--- config.mk ---
export PLATFORM = sky130hd
export DESIGN_NAME = lvds_frame_reader
export DESIGN_NICKNAME = d
export VERILOG_FILES = /design/src/rtl/lvds_buf_pkg.sv /design/src/rtl/lvds_rd_fifo.sv /design/src/rtl/lvds_frame_reader.sv
export SDC_FILE = /design/constraint.sdc
export NUM_CORES = 1
export LEC_CHECK = 0
export CAP_MARGIN = 15
export CORE_MARGIN = 2
export CORE_UTILIZATION = 50
export CTS_BUF_LIST = sky130_fd_sc_hd__clkbuf_8
export DETAILED_ROUTE_END_ITERATION = 8
export PLACE_DENSITY = 0.86
export SYNTH_ARGS = -nofsm -noshare
export SYNTH_HDL_FRONTEND = slang
export SYNTH_SLANG_ARGS = --single-unit
--- constraint.sdc ---
create_clock -name RCLK -period 10.75 [get_ports RCLK]
set_input_delay 1.075 -clock RCLK [delete_from_list [all_inputs] [get_ports RCLK]]
set_output_delay 1.075 -clock RCLK [all_outputs]
set_load 0.02 [all_outputs]
--- src/rtl/lvds_buf_pkg.sv ---
// Shared constants and reader state type for the 32x512 LVDS frame buffer.
package lvds_buf_pkg;

  localparam int BUF_AW    = 9;
  localparam int BUF_DW    = 32;
  localparam int BUF_WORDS = 512;

  typedef enum logic [1:0] {
    IDLE,
    READ,
    DRAIN
  } rd_state_t;

endpackage

--- src/rtl/lvds_rd_fifo.sv ---
// Show-ahead prefetch FIFO: rdata always reflects the head entry while not empty.
module lvds_rd_fifo #(
  parameter int WIDTH = 33,
  parameter int DEPTH = 3
) (
  input  logic                       clk,
  input  logic                       rst_n,
  input  logic                       wr,
  input  logic [WIDTH-1:0]           wdata,
  input  logic                       rd,
  output logic [WIDTH-1:0]           rdata,
  output logic [$clog2(DEPTH+1)-1:0] count,
  output logic                       full,
  output logic                       empty
);

  localparam int PW = (DEPTH > 1) ? $clog2(DEPTH) : 1;

  logic [WIDTH-1:0] mem [DEPTH];
  logic [PW-1:0]    wptr;
  logic [PW-1:0]    rptr;
  logic             wr_en;
  logic             rd_en;

  // Depth need not be a power of two, so pointers wrap explicitly.
  function automatic logic [PW-1:0] next_ptr(input logic [PW-1:0] p);
    return (p == PW'(DEPTH - 1)) ? '0 : p + 1'b1;
  endfunction

  assign empty = (count == '0);
  assign full  = (count == ($clog2(DEPTH+1))'(DEPTH));
  assign rd_en = rd && !empty;
  assign wr_en = wr && (!full || rd_en);
  assign rdata = mem[rptr];

  always_ff @(posedge clk or negedge rst_n) begin
    if (!rst_n) begin
      wptr  <= '0;
      rptr  <= '0;
      count <= '0;
    end else begin
      if (wr_en) wptr <= next_ptr(wptr);
      if (rd_en) rptr <= next_ptr(rptr);
      case ({wr_en, rd_en})
        2'b10:   count <= count + 1'b1;
        2'b01:   count <= count - 1'b1;
        default: count <= count;
      endcase
    end
  end

  always_ff @(posedge clk) begin
    if (wr_en) mem[wptr] <= wdata;
  end

endmodule

--- src/rtl/lvds_frame_reader.sv ---
// Drains one frame from the LVDS frame buffer read port into a valid/ready
// stream, hiding the SRAM read latency behind a credit-controlled prefetch FIFO.
module lvds_frame_reader
  import lvds_buf_pkg::*;
#(
  parameter int RD_LAT     = 1,
  parameter int FIFO_DEPTH = RD_LAT + 2
) (
  input  logic              RCLK,
  input  logic              RESET_N,
  input  logic              FRAME_RDY,
  input  logic [BUF_AW-1:0] START_ADDR,
  input  logic [9:0]        FRAME_LEN,
  output logic [BUF_AW-1:0] RADDR,
  input  logic [BUF_DW-1:0] RD,
  output logic [BUF_DW-1:0] DOUT,
  output logic              DVALID,
  input  logic              DREADY,
  output logic              DLAST,
  output logic              BUSY,
  output logic              DONE,
  output logic              OVERRUN
);

  localparam int CW = $clog2(FIFO_DEPTH + 1);

  rd_state_t         state;
  logic [9:0]        remaining;
  logic [9:0]        eff_len;
  logic [RD_LAT-1:0] vld_sr;
  logic [RD_LAT-1:0] last_sr;
  logic              issue;
  logic              issue_last;
  logic              pop;
  logic [7:0]        level;
  logic              fifo_wr;
  logic              fifo_full;
  logic              fifo_empty;
  logic [CW-1:0]     fifo_count;
  logic [BUF_DW:0]   head;

  assign eff_len = (FRAME_LEN > 10'(BUF_WORDS)) ? 10'(BUF_WORDS) : FRAME_LEN;
  assign pop     = DVALID && DREADY;

  // Credit: words queued plus words still in the SRAM pipe must fit the FIFO,
  // counting this cycle's pop so full throughput needs no bubble.
  assign level      = 8'(fifo_count) + 8'($countones(vld_sr)) - {7'd0, pop};
  assign issue      = (state == READ) && (level < 8'(FIFO_DEPTH));
  assign issue_last = issue && (remaining == 10'd1);

  always_ff @(posedge RCLK or negedge RESET_N) begin
    if (!RESET_N) begin
      vld_sr  <= '0;
      last_sr <= '0;
    end else begin
      vld_sr[0]  <= issue;
      last_sr[0] <= issue_last;
      for (int i = 1; i < RD_LAT; i++) begin
        vld_sr[i]  <= vld_sr[i-1];
        last_sr[i] <= last_sr[i-1];
      end
    end
  end

  always_ff @(posedge RCLK or negedge RESET_N) begin
    if (!RESET_N) begin
      state     <= IDLE;
      RADDR     <= '0;
      remaining <= '0;
      DONE      <= 1'b0;
      OVERRUN   <= 1'b0;
    end else begin
      DONE    <= 1'b0;
      OVERRUN <= FRAME_RDY && (state != IDLE);
      case (state)
        IDLE: begin
          if (FRAME_RDY && (eff_len != 10'd0)) begin
            RADDR     <= START_ADDR;
            remaining <= eff_len;
            state     <= READ;
          end
        end
        READ: begin
          if (issue) begin
            RADDR     <= RADDR + 1'b1;
            remaining <= remaining - 1'b1;
            if (remaining == 10'd1) state <= DRAIN;
          end
        end
        DRAIN: begin
          if (pop && DLAST) begin
            state <= IDLE;
            DONE  <= 1'b1;
          end
        end
        default: state <= IDLE;
      endcase
    end
  end

  assign fifo_wr = vld_sr[RD_LAT-1] && (!fifo_full || pop);

  lvds_rd_fifo #(
    .WIDTH(BUF_DW + 1),
    .DEPTH(FIFO_DEPTH)
  ) u_fifo (
    .clk  (RCLK),
    .rst_n(RESET_N),
    .wr   (fifo_wr),
    .wdata({last_sr[RD_LAT-1], RD}),
    .rd   (pop),
    .rdata(head),
    .count(fifo_count),
    .full (fifo_full),
    .empty(fifo_empty)
  );

  assign DVALID = !fifo_empty;
  assign DOUT   = fifo_empty ? '0 : head[BUF_DW-1:0];
  assign DLAST  = !fifo_empty && head[BUF_DW];
  assign BUSY   = (state != IDLE);

endmodule

Yosys cells after proc, flatten, opt, wreduce, memory -nomap -nowiden
Memories as Yosys holds them, arrays and structs flattened.
Index checks and enable logic that the tools add are counted.
{"block": "totals", "output_inout_bits": 46, "regBits": 31, "elab_cells": 75, "mem_count": 1, "ramBits": 99}
{"block": "classes", "muxes": 20, "eq_ne": 12, "n_reduce_logical": 22, "magnitude_cmp": 2, "n_addsub": 8}
{"memory": "u_fifo.mem", "depth": 3, "width": 33, "rd": 1, "rd_clocked_by_memory_dff": 0, "wr": 1, "line_no": "lvds_rd_fifo.sv:19", "text": "logic [WIDTH-1:0] mem [DEPTH];"}
{"op": "$mux W32", "n": 1}
{"op": "$mux W10", "n": 3}
{"op": "$pmux W10 S2", "n": 1}
{"op": "$mux W9", "n": 2}
{"op": "$pmux W9 S2", "n": 1}
{"op": "$mux W2", "n": 6}
{"op": "$eq A10 B1 Y1 const B", "n": 1}
{"op": "$eq A2 B2 Y1 const B", "n": 5}
{"op": "$gt A10 B10 Y1 const B", "n": 1}
{"op": "$logic_and A1 B1 Y1", "n": 10}
{"op": "$reduce_bool A10 Y1", "n": 1}
{"op": "$sub A10 B1 Y10 const B", "n": 1}
{"op": "$add A9 B1 Y9 const B", "n": 1}
{"op": "$lt A8 B2 Y1 const B", "n": 1}
{"op": "$add A2 B1 Y2 const B", "n": 3}
{"op": "$ne A2 B2 Y1 const B", "n": 3}
{"op": "$pmux W2 S3", "n": 1}
{"op": "$reduce_bool A2 Y1", "n": 3}
{"op": "$eq A2 B1 Y1 const B", "n": 2}
{"op": "$logic_not A2 Y1", "n": 2}
{"op": "$mux W1", "n": 4}
{"op": "$pmux W2 S2", "n": 1}
{"op": "$reduce_and A4 Y1", "n": 1}
{"op": "$sub A3 B1 Y4", "n": 1}
{"op": "6 further kinds", "n": 8}

Logic depth before layout (Yosys ltp)
Gate-level depths: netlist of the first run.
{"block": "logic_depth", "ltp_word": 8, "mapped_depth": 14, "ltp_nobuf": 13}

Modules after synthesis
A second synthesis of the first run with hierarchy kept.
{"block": "hier_totals", "hier_cells": 461, "hier_area_um2": 5885.6}
{"module": "lvds_rd_fifo", "cells_per_inst": 238, "seq_area_each_um2": 3123.0, "instances": 1, "area_each_um2": 3990.1}
{"module": "lvds_frame_reader", "cells_per_inst": 223, "seq_area_each_um2": 625.6, "instances": 1, "area_each_um2": 1895.6}

Worst setup path before layout of the first run
Ideal clock, no wire load.
{"block": "synth_path", "path_kind": "in2reg", "from": "in DREADY", "to": "mem u_fifo.mem[1][0] (enable)", "cell_stages": 2, "t_required_ns": 10.276, "path_buffers": 0, "t_arrival_ns": 3.711, "slack_ns": 6.565, "path_cell_list": "o31ai_2 -> nor3b_1"}
{"block": "synth_between", "elab_chain_len": 6, "word_cells_on_any_way": 8}
{"item": "start, declared", "line_no": "lvds_frame_reader.sv:18", "text": "input logic DREADY,"}
{"item": "$logic_and A1 B1 Y1 *", "line_no": "lvds_frame_reader.sv:43", "text": "assign pop = DVALID && DREADY;"}
{"item": "$logic_or A1 B1 Y1 / $logic_and A1 B1 Y1 (equally long branches)", "line_no": "lvds_frame_reader.sv:101, lvds_rd_fifo.sv:32"}
{"item": "$logic_and A1 B1 Y1 / $logic_or A1 B1 Y1 (equally long branches)", "line_no": "lvds_frame_reader.sv:101, lvds_rd_fifo.sv:33"}
{"item": "$logic_and A1 B1 Y1 *", "line_no": "lvds_rd_fifo.sv:33", "text": "assign wr_en = wr && (!full || rd_en);"}
{"item": "$mux W1 *", "line_no": "lvds_rd_fifo.sv:53", "text": "if (wr_en) mem[wptr] <= wdata;"}
{"item": "$mux W1 (not written as such) *", "line_no": "lvds_rd_fifo.sv:53"}
{"item": "end, declared", "line_no": "lvds_rd_fifo.sv:19"}
Every way passes the cells marked *; elsewhere a longest branch is shown, timed or not.

Worst setup path after layout of the first run
{"block": "layout_path", "from": "reg u_fifo.rptr[0]", "to": "out DLAST"}
{"block": "layout_between", "elab_chain_len": 2}
{"item": "start, declared", "line_no": "lvds_rd_fifo.sv:21", "text": "logic [PW-1:0] rptr;"}
{"item": "start signal, assigned", "line_no": "lvds_rd_fifo.sv:43", "text": "if (rd_en) rptr <= next_ptr(rptr);"}
{"item": "$mem_v2 Z3 W33"}
{"item": "$logic_and A1 B1 Y1", "line_no": "lvds_frame_reader.sv:120", "text": "assign DLAST = !fifo_empty && head[BUF_DW];"}
{"item": "end, declared", "line_no": "lvds_frame_reader.sv:19", "text": "output logic DLAST,"}
No other way between the ends.

==> results of run 1 <==
[stage by stage]
| step | hold slack (ns) | setup slack (ns) | instances |
|---|---|---|---|
| 2_1_floorplan | 0.438 | 6.56 | 449 |
| 3_3_place_gp | 0.444 | 6.83 | 675 |
| 3_5_place_dp | 0.463 | 6.68 | 675 |
| 4_1_cts | 0.482 | 6.81 | 707 |
| 5_1_grt | 0.496 | 6.67 | 708 |
| 6_report | 0.490 | 6.88 | 708 |
[critical path: cells and delay by family (launching register included)]
family	cells	cell delay, ns
compound gates	1	0.26
buf+inv	1	0.64
flops	1	1.07
mux	1	0.23
simple gates	1	0.17
[logic make-up after synthesis]
group                      Yosys count
adders and majority gates            8
AOI/OAI and AO/OA                  108
and+or+nand+nor                    126
buffers and inverters               39
muxes                               35
DFF                                130
xor gates and xnor gates             3
[power by group]
| group | switching (µW) | total [µW] | leakage (µW) | internal, µW |
|---|---|---|---|---|
| sequential | 101 | 780 | 0.00127 | 679 |
| combinational | 526 | 924 | 0.00125 | 398 |
| clock | 176 | 375 | 0.000194 | 199 |
| total | 804 | 2080 | 0.00272 | 1280 |
[flip-flops by register name, summed over array words and instances, names as in the netlist]
register / count
u_fifo.mem: 99
remaining: 10
RADDR: 9
state: 2
u_fifo.count: 2
u_fifo.rptr: 2
u_fifo.wptr: 2
DONE: 1
OVERRUN: 1
last_sr: 1
vld_sr: 1
[synth_stat cells, drive strengths merged]
cell type,instances
o211ai,3
a31oi,9
ha,7
nand3,9
o21a,1
a32oi,1
fa,1
and4,1
mux2i,35
nor3,7
nor3b,3
a211oi,1
dfrtp,31
o22a,4
and2,1
edfxtp,99
nor4,2
nor4b,1
nand2b,2
and3,3
o211a,1
o2bb2ai,1
o2bb2a,1
inv,16
o311a,2
o22ai,6
a311oi,1
clkbuf,12
a21o,4
a2bb2oi,1
nand2,11
a221oi,1
nor2,82
a21oi,48
xnor2,3
a22o,4
nor2b,2
o31ai,1
buf,11
nand4b,1
o21ai,13
a22oi,5
or3,1
[metal layers]
layer	up-vias	share of wire [%]
li1	1865	-
met1	1875	41
met2	200	49
met3	15	8.0
met4	0	1.2
met5	-	0
[cell type report]
class	count	area share [%]
inverters	16	0.831
flip-flops and latches	130	51.9
multi-input cells	280	25.1
clock inverters	15	1.75
clock buffers	17	3.24
repair buffers	107	14.7
well taps	143	2.47
[worst min-delay path by stage]
stage                            from                     endpoint  slack (ns)  cells past startpoint
finish              last_sr$_DFF_PN0_  u_fifo.mem[0][32]$_DFFE_PP_        0.49                      0
global route        last_sr$_DFF_PN0_  u_fifo.mem[2][32]$_DFFE_PP_        0.50                      0
CTS                 last_sr$_DFF_PN0_  u_fifo.mem[0][32]$_DFFE_PP_        0.48                      0
detailed placement  last_sr$_DFF_PN0_  u_fifo.mem[2][32]$_DFFE_PP_        0.46                      0
global placement    last_sr$_DFF_PN0_  u_fifo.mem[2][32]$_DFFE_PP_        0.44                      0
floorplan           last_sr$_DFF_PN0_  u_fifo.mem[0][32]$_DFFE_PP_        0.44                      0
==> out/qor.yml, run 1 <==
status:
  status: "completed"
clocking:
  cts_root_buffer: "clkbuf_8"
  clock-sinks: 130
  htree_num_levels: 4
  holdBufCountCts: 0
  clk_pin_slew_worst_paths_ns: 0.07
  cts_tree: "built"
  cts_buffers: 17
  clockBufferDepth: 2
  cts.repair.resized: 0
  post_cts_buffers: 0
  clock_latency_ns: 0.43
power:
  worst_ir_drop_vdd_mv: 0.183
  p_per_area_nw_per_um2: 288
  p_leak_uw: 0.00272
  p_total_uw: 2080
die:
  ioPinCount: 101
  design.core.area_um2: 11300
  dieArea_um2: 12300
  num_rows: 39
  initial_core_util_pct: 50.7
  die_w_um: 111
  die_h_um: 111
critical_path:
  reg2reg_depth: 13
  worstSetupPathType: "flip-flop to output pin"
  r2r-start: "u_fifo.count[1]$_DFFE_PN0P_"
  critPathMaxStageDelay_ns: 1.07
  crit_required_ns: 9.68
  critPathLaunchType: "flip-flop"
  rrSetupSlack_ns: 7.56
  cpMaxStageDelayCell: "dfrtp_2"
  crit_path_max_fanout: 36
  worstPathCellList: "mux2i_1 -> o21a_1 -> nor2_1 -> clkdlybuf4s50_1"
  worst_setup_path_end_kind: "output pin"
  cp-endpoint: "DLAST"
  cp-startpoint: "u_fifo.rptr[0]$_DFFE_PN0P_"
  r2r-end: "RADDR[0]$_DFFE_PN0P_"
  arrival_ns: 2.79
global_routing:
  busiest_layer: "met2"
  grt_first_pass_wirelength_um: 19400
  antenna_found_initial: 0
  overflow: 0
  met2_usage_pct: 33.5
  use_met1_pct: 25.1
  track_usage_pct: 20.2
  use_met3_pct: 6.62
  grt_max_degree: 71
  grt_pass1_vias: 3961
synth:
  ys_seq_area_share_pct: 65.6
  yosys-top-cells-area: "edfxtp_1 (52%), dfrtp_1 (14%), mux2i_1 (6.1%)"
  ys_ff_latch: 130
  synth_fa_ha_area_share_pct: 1.88
  netlist_area_um2: 5720
  synth_nets: 512
  synth_xor_area_share_pct: 0.460
  synthMuxAreaShare_pct: 6.13
  synth_top_area_share_pct: 52.0
  synth_top_family_by_area: "compound AO/OA/AOI/OAI gates"
  avgSynthCellArea_um2: 12.7
  synthSimpleGateAreaFrac_pct: 10.5
  synth_largest_area_cell: "edfxtp_1"
  ys_warn_count: 0
  netlist_instances: 449
  yosysUniqueCellTypes: 53
  synth_compound_area_share_pct: 12.5
flow_run:
  cap_violations: 0
placed_design:
  place_area_um2: 6850
  place_congestion: 0.873
  port_buffers: 100
  dp_hpwl_um: 7810
timing:
  max_freq_mhz: 258
  finalCriticalPeriod_ns: 3.87
  drv_slew: 0
  clock-skew-final_ns: 0.00791
  hold_viol_final: 0
  rsz0062_at_grt: "no"
  slew_headroom_pct: 28.0
  tightestPinTransition_ns: 1.08
  finalCritPeriodShare_pct: 36.0
  setup_violations: 0
  setup_tns_ns: 0
worst_hold_path:
  hp-class: "flip-flop to flip-flop"
layout:
  multiInputGateArea_um2: 1810
  utilization_pct: 64.1
  layout_commonest_cell: "clkdlybuf4s50_1"
  syn2layout_area_growth_pct: 26.5
  fin_area_um2: 7230
  fillers: 855
  antenna_cells: 0
  regArea_um2: 3750
  final_nets: 615
  drive_above_1_share_pct: 10.4
  final_cell_mix: "clkdlybuf4s50_1 (100), edfxtp_1 (99), nor2_1 (80), a21oi_1 (48), mux2i_1 (35)"
detailed_routing:
  first_pass_iters: 6
  post_drt_wl_per_cell_um: 16.9
  wl_um: 12000
  routed_via_density: 5.59
  vias: 3955
  drc: 0
  antenna_left: 0
  initialDrtViolationCount: 364
(Power assumes the default switching activity.)
==> run 2: changes to the inputs <==
Settings changed: CORE_UTILIZATION 50 to 49, PLACE_DENSITY 0.86 to 0.88.
Clock period 10.75 ns to 3.46 ns, I/O delays scaled along.
==> run 2 against run 1 <==
Register-to-register slack got worse by 7.2 ns. Via count grew 1.0%. Critical endpoint is now RADDR[0]$_DFFE_PN0P_. Hold slack lost 0.13 ns. Final area up 0.74%. Largest cell class unchanged. Non-clock buffer count up 2. Clock skew up 0.0031 ns. Cell count up 0.28%.
==> out/qor.yml, run 2 (synthesis results as in run 1) <==
status:
  status: "completed"
layout:
  final_nets: 617
  final_cell_mix: "clkdlybuf4s50_1 (100), edfxtp_1 (99), nor2_1 (80), a21oi_1 (48), mux2i_1 (35)"
  multiInputGateArea_um2: 1830
  largest_reg_flops: 99
  layout_commonest_cell: "clkdlybuf4s50_1"
  fillers: 853
  antenna_cells: 0
  drive_above_1_share_pct: 10.9
  regArea_um2: 3750
  syn2layout_area_growth_pct: 27.4
  largest_registers: "u_fifo.mem x99, remaining x10, RADDR x9"
  fin_area_um2: 7280
  largest_register: "u_fifo.mem"
detailed_routing:
  initialDrtViolationCount: 324
  routed_via_density: 5.63
  drc: 0
  vias: 3995
  first_pass_iters: 4
  wl_um: 12600
  post_drt_wl_per_cell_um: 17.8
  antenna_left: 0
global_routing:
  grt_pass1_vias: 4095
  antenna_found_initial: 0
  grt_max_degree: 39
  grt_first_pass_wirelength_um: 20400
  overflow: 0
  track_usage_pct: 20.8
timing:
  setup_violations: 0
  slew_headroom_pct: 40.1
  drv_slew: 0
  setup_tns_ns: 0
  finalCritPeriodShare_pct: 90.9
  finalCriticalPeriod_ns: 3.14
  clock-skew-final_ns: 0.0111
  max_freq_mhz: 318
  hold_viol_final: 0
  tightestPinTransition_ns: 0.896
  rsz0062_at_grt: "no"
clocking:
  cts_buffers: 17
  clock_latency_ns: 0.43
  post_cts_buffers: 0
  htree_num_levels: 4
  cts.repair.resized: 0
  clock-sinks: 130
  cts_tree: "built"
  holdBufCountCts: 0
  clk_pin_slew_worst_paths_ns: 0.07
  cts_root_buffer: "clkbuf_8"
  clockBufferDepth: 2
worst_hold_path:
  hp-class: "input port to asynchronous set/reset pin"
critical_path:
  critPathTopFamily: "adder cells"
  path_buf_inv: 4
  crit_path_max_fanout: 15
  critPathMaxStageDelay_ns: 0.45
  reg2reg_depth: 13
  path_common_cell: "inv_1"
  path_depth: 13
  worstSetupPathType: "flip-flop to flip-flop"
  crit_required_ns: 3.78
  worst_setup_path_end_kind: "flip-flop"
  critPathLaunchType: "flip-flop"
  worstPathCellList: "nor2_2 -> inv_1 -> nand2_1 -> inv_1 -> ha_1 -> inv_1 -> ha_1 -> fa_1 -> a221oi_2 -> nand2_2 -> inv_2 -> o21ai_0 -> a22o_1"
  cpMaxStageDelayCell: "fa_1"
  arrival_ns: 3.47
power:
  p_leak_uw: 0.00275
  worst_ir_drop_vdd_mv: 0.587
  p_per_area_nw_per_um2: 904
placed_design:
  dp_hpwl_um: 8540
  port_buffers: 100
  place_area_um2: 6890
  place_congestion: 0.878
die:
  die_w_um: 112
  num_rows: 39
  design.core.area_um2: 11400
  die_h_um: 112
  initial_core_util_pct: 50.1
  ioPinCount: 101
  dieArea_um2: 12500
flow_run:
  cap_violations: 0
[run 2: cell types whose count changed in the layout (fill, tap and decap cells not counted), moves of 2 or more]
cell	previous run	this run
nor3b_2	3	1
inv_4	0	2
clkinvlp_4	2	0
nor3b_4	0	2
buf_4	6	9
[run 2: worst register-to-register path, cell delays in order, from the launching register on]
cell	delay (ns)
dfrtp_1	0.44
nor2_2	0.15
inv_1	0.06
nand2_1	0.16
inv_1	0.12
ha_1	0.28
inv_1	0.04
ha_1	0.20
fa_1	0.45
a221oi_2	0.32
nand2_2	0.26
inv_2	0.22
o21ai_0	0.11
a22o_1	0.23
[run 2: stage by stage]
stage / utilization, % / std cells / setup slack (ns) / total power, µW / hold WS, ns
2_1_floorplan: - / 449 / 0.358 / 4240 / 0.0504
3_3_place_gp: 60.4 / 678 / 0.254 / 5240 / 0.449
3_5_place_dp: 60.4 / 678 / 0.116 / 5360 / 0.463
4_1_cts: 63.8 / 710 / 0.299 / 6630 / 0.368
5_1_grt: 63.8 / 710 / 0.0157 / 6980 / 0.419
6_report: 63.8 / 710 / 0.316 / 6590 / 0.356
[run 2: layer usage]
metal	routed length (µm)	track usage, %	part of all wire [%]	up-vias
met5	0	0	0	-
met4	172	6.67	1.4	0
met3	934	6.05	7.4	16
met2	6340	34.4	50	170
met1	5160	26.7	41	1924
li1	-	-	-	1885
[run 2: path summary, 6_finish.rpt]
check,start,to,slack (ns)
setup / recovery,u_fifo.count[1]$_DFFE_PN0P_,RADDR[0]$_DFFE_PN0P_,0.32
hold / removal,RESET_N,vld_sr$_DFF_PN0_,0.36
setup reg to reg,u_fifo.count[1]$_DFFE_PN0P_,RADDR[0]$_DFFE_PN0P_,0.32
hold reg to reg,last_sr$_DFF_PN0_,u_fifo.mem[2][32]$_DFFE_PP_,0.48
max in group asynchronous,RESET_N,u_fifo.count[0]$_DFFE_PN0P_,2.39
min in group RCLK,last_sr$_DFF_PN0_,u_fifo.mem[2][32]$_DFFE_PP_,0.48
[run 2: power breakdown]
part           internal (µW)  switching, µW
Sequential              2110            301
Combinational           1240           1670
Clock                    717            549
[run 2: cell type report]
type                    instances  area share, %
clock buffers                  18           3.40
clock inverters                14           1.99
inverters                      16          0.824
multi-input cells             280           25.2
flip-flops and latches        130           51.5
well taps                     143           2.46
repair buffers                109           14.7
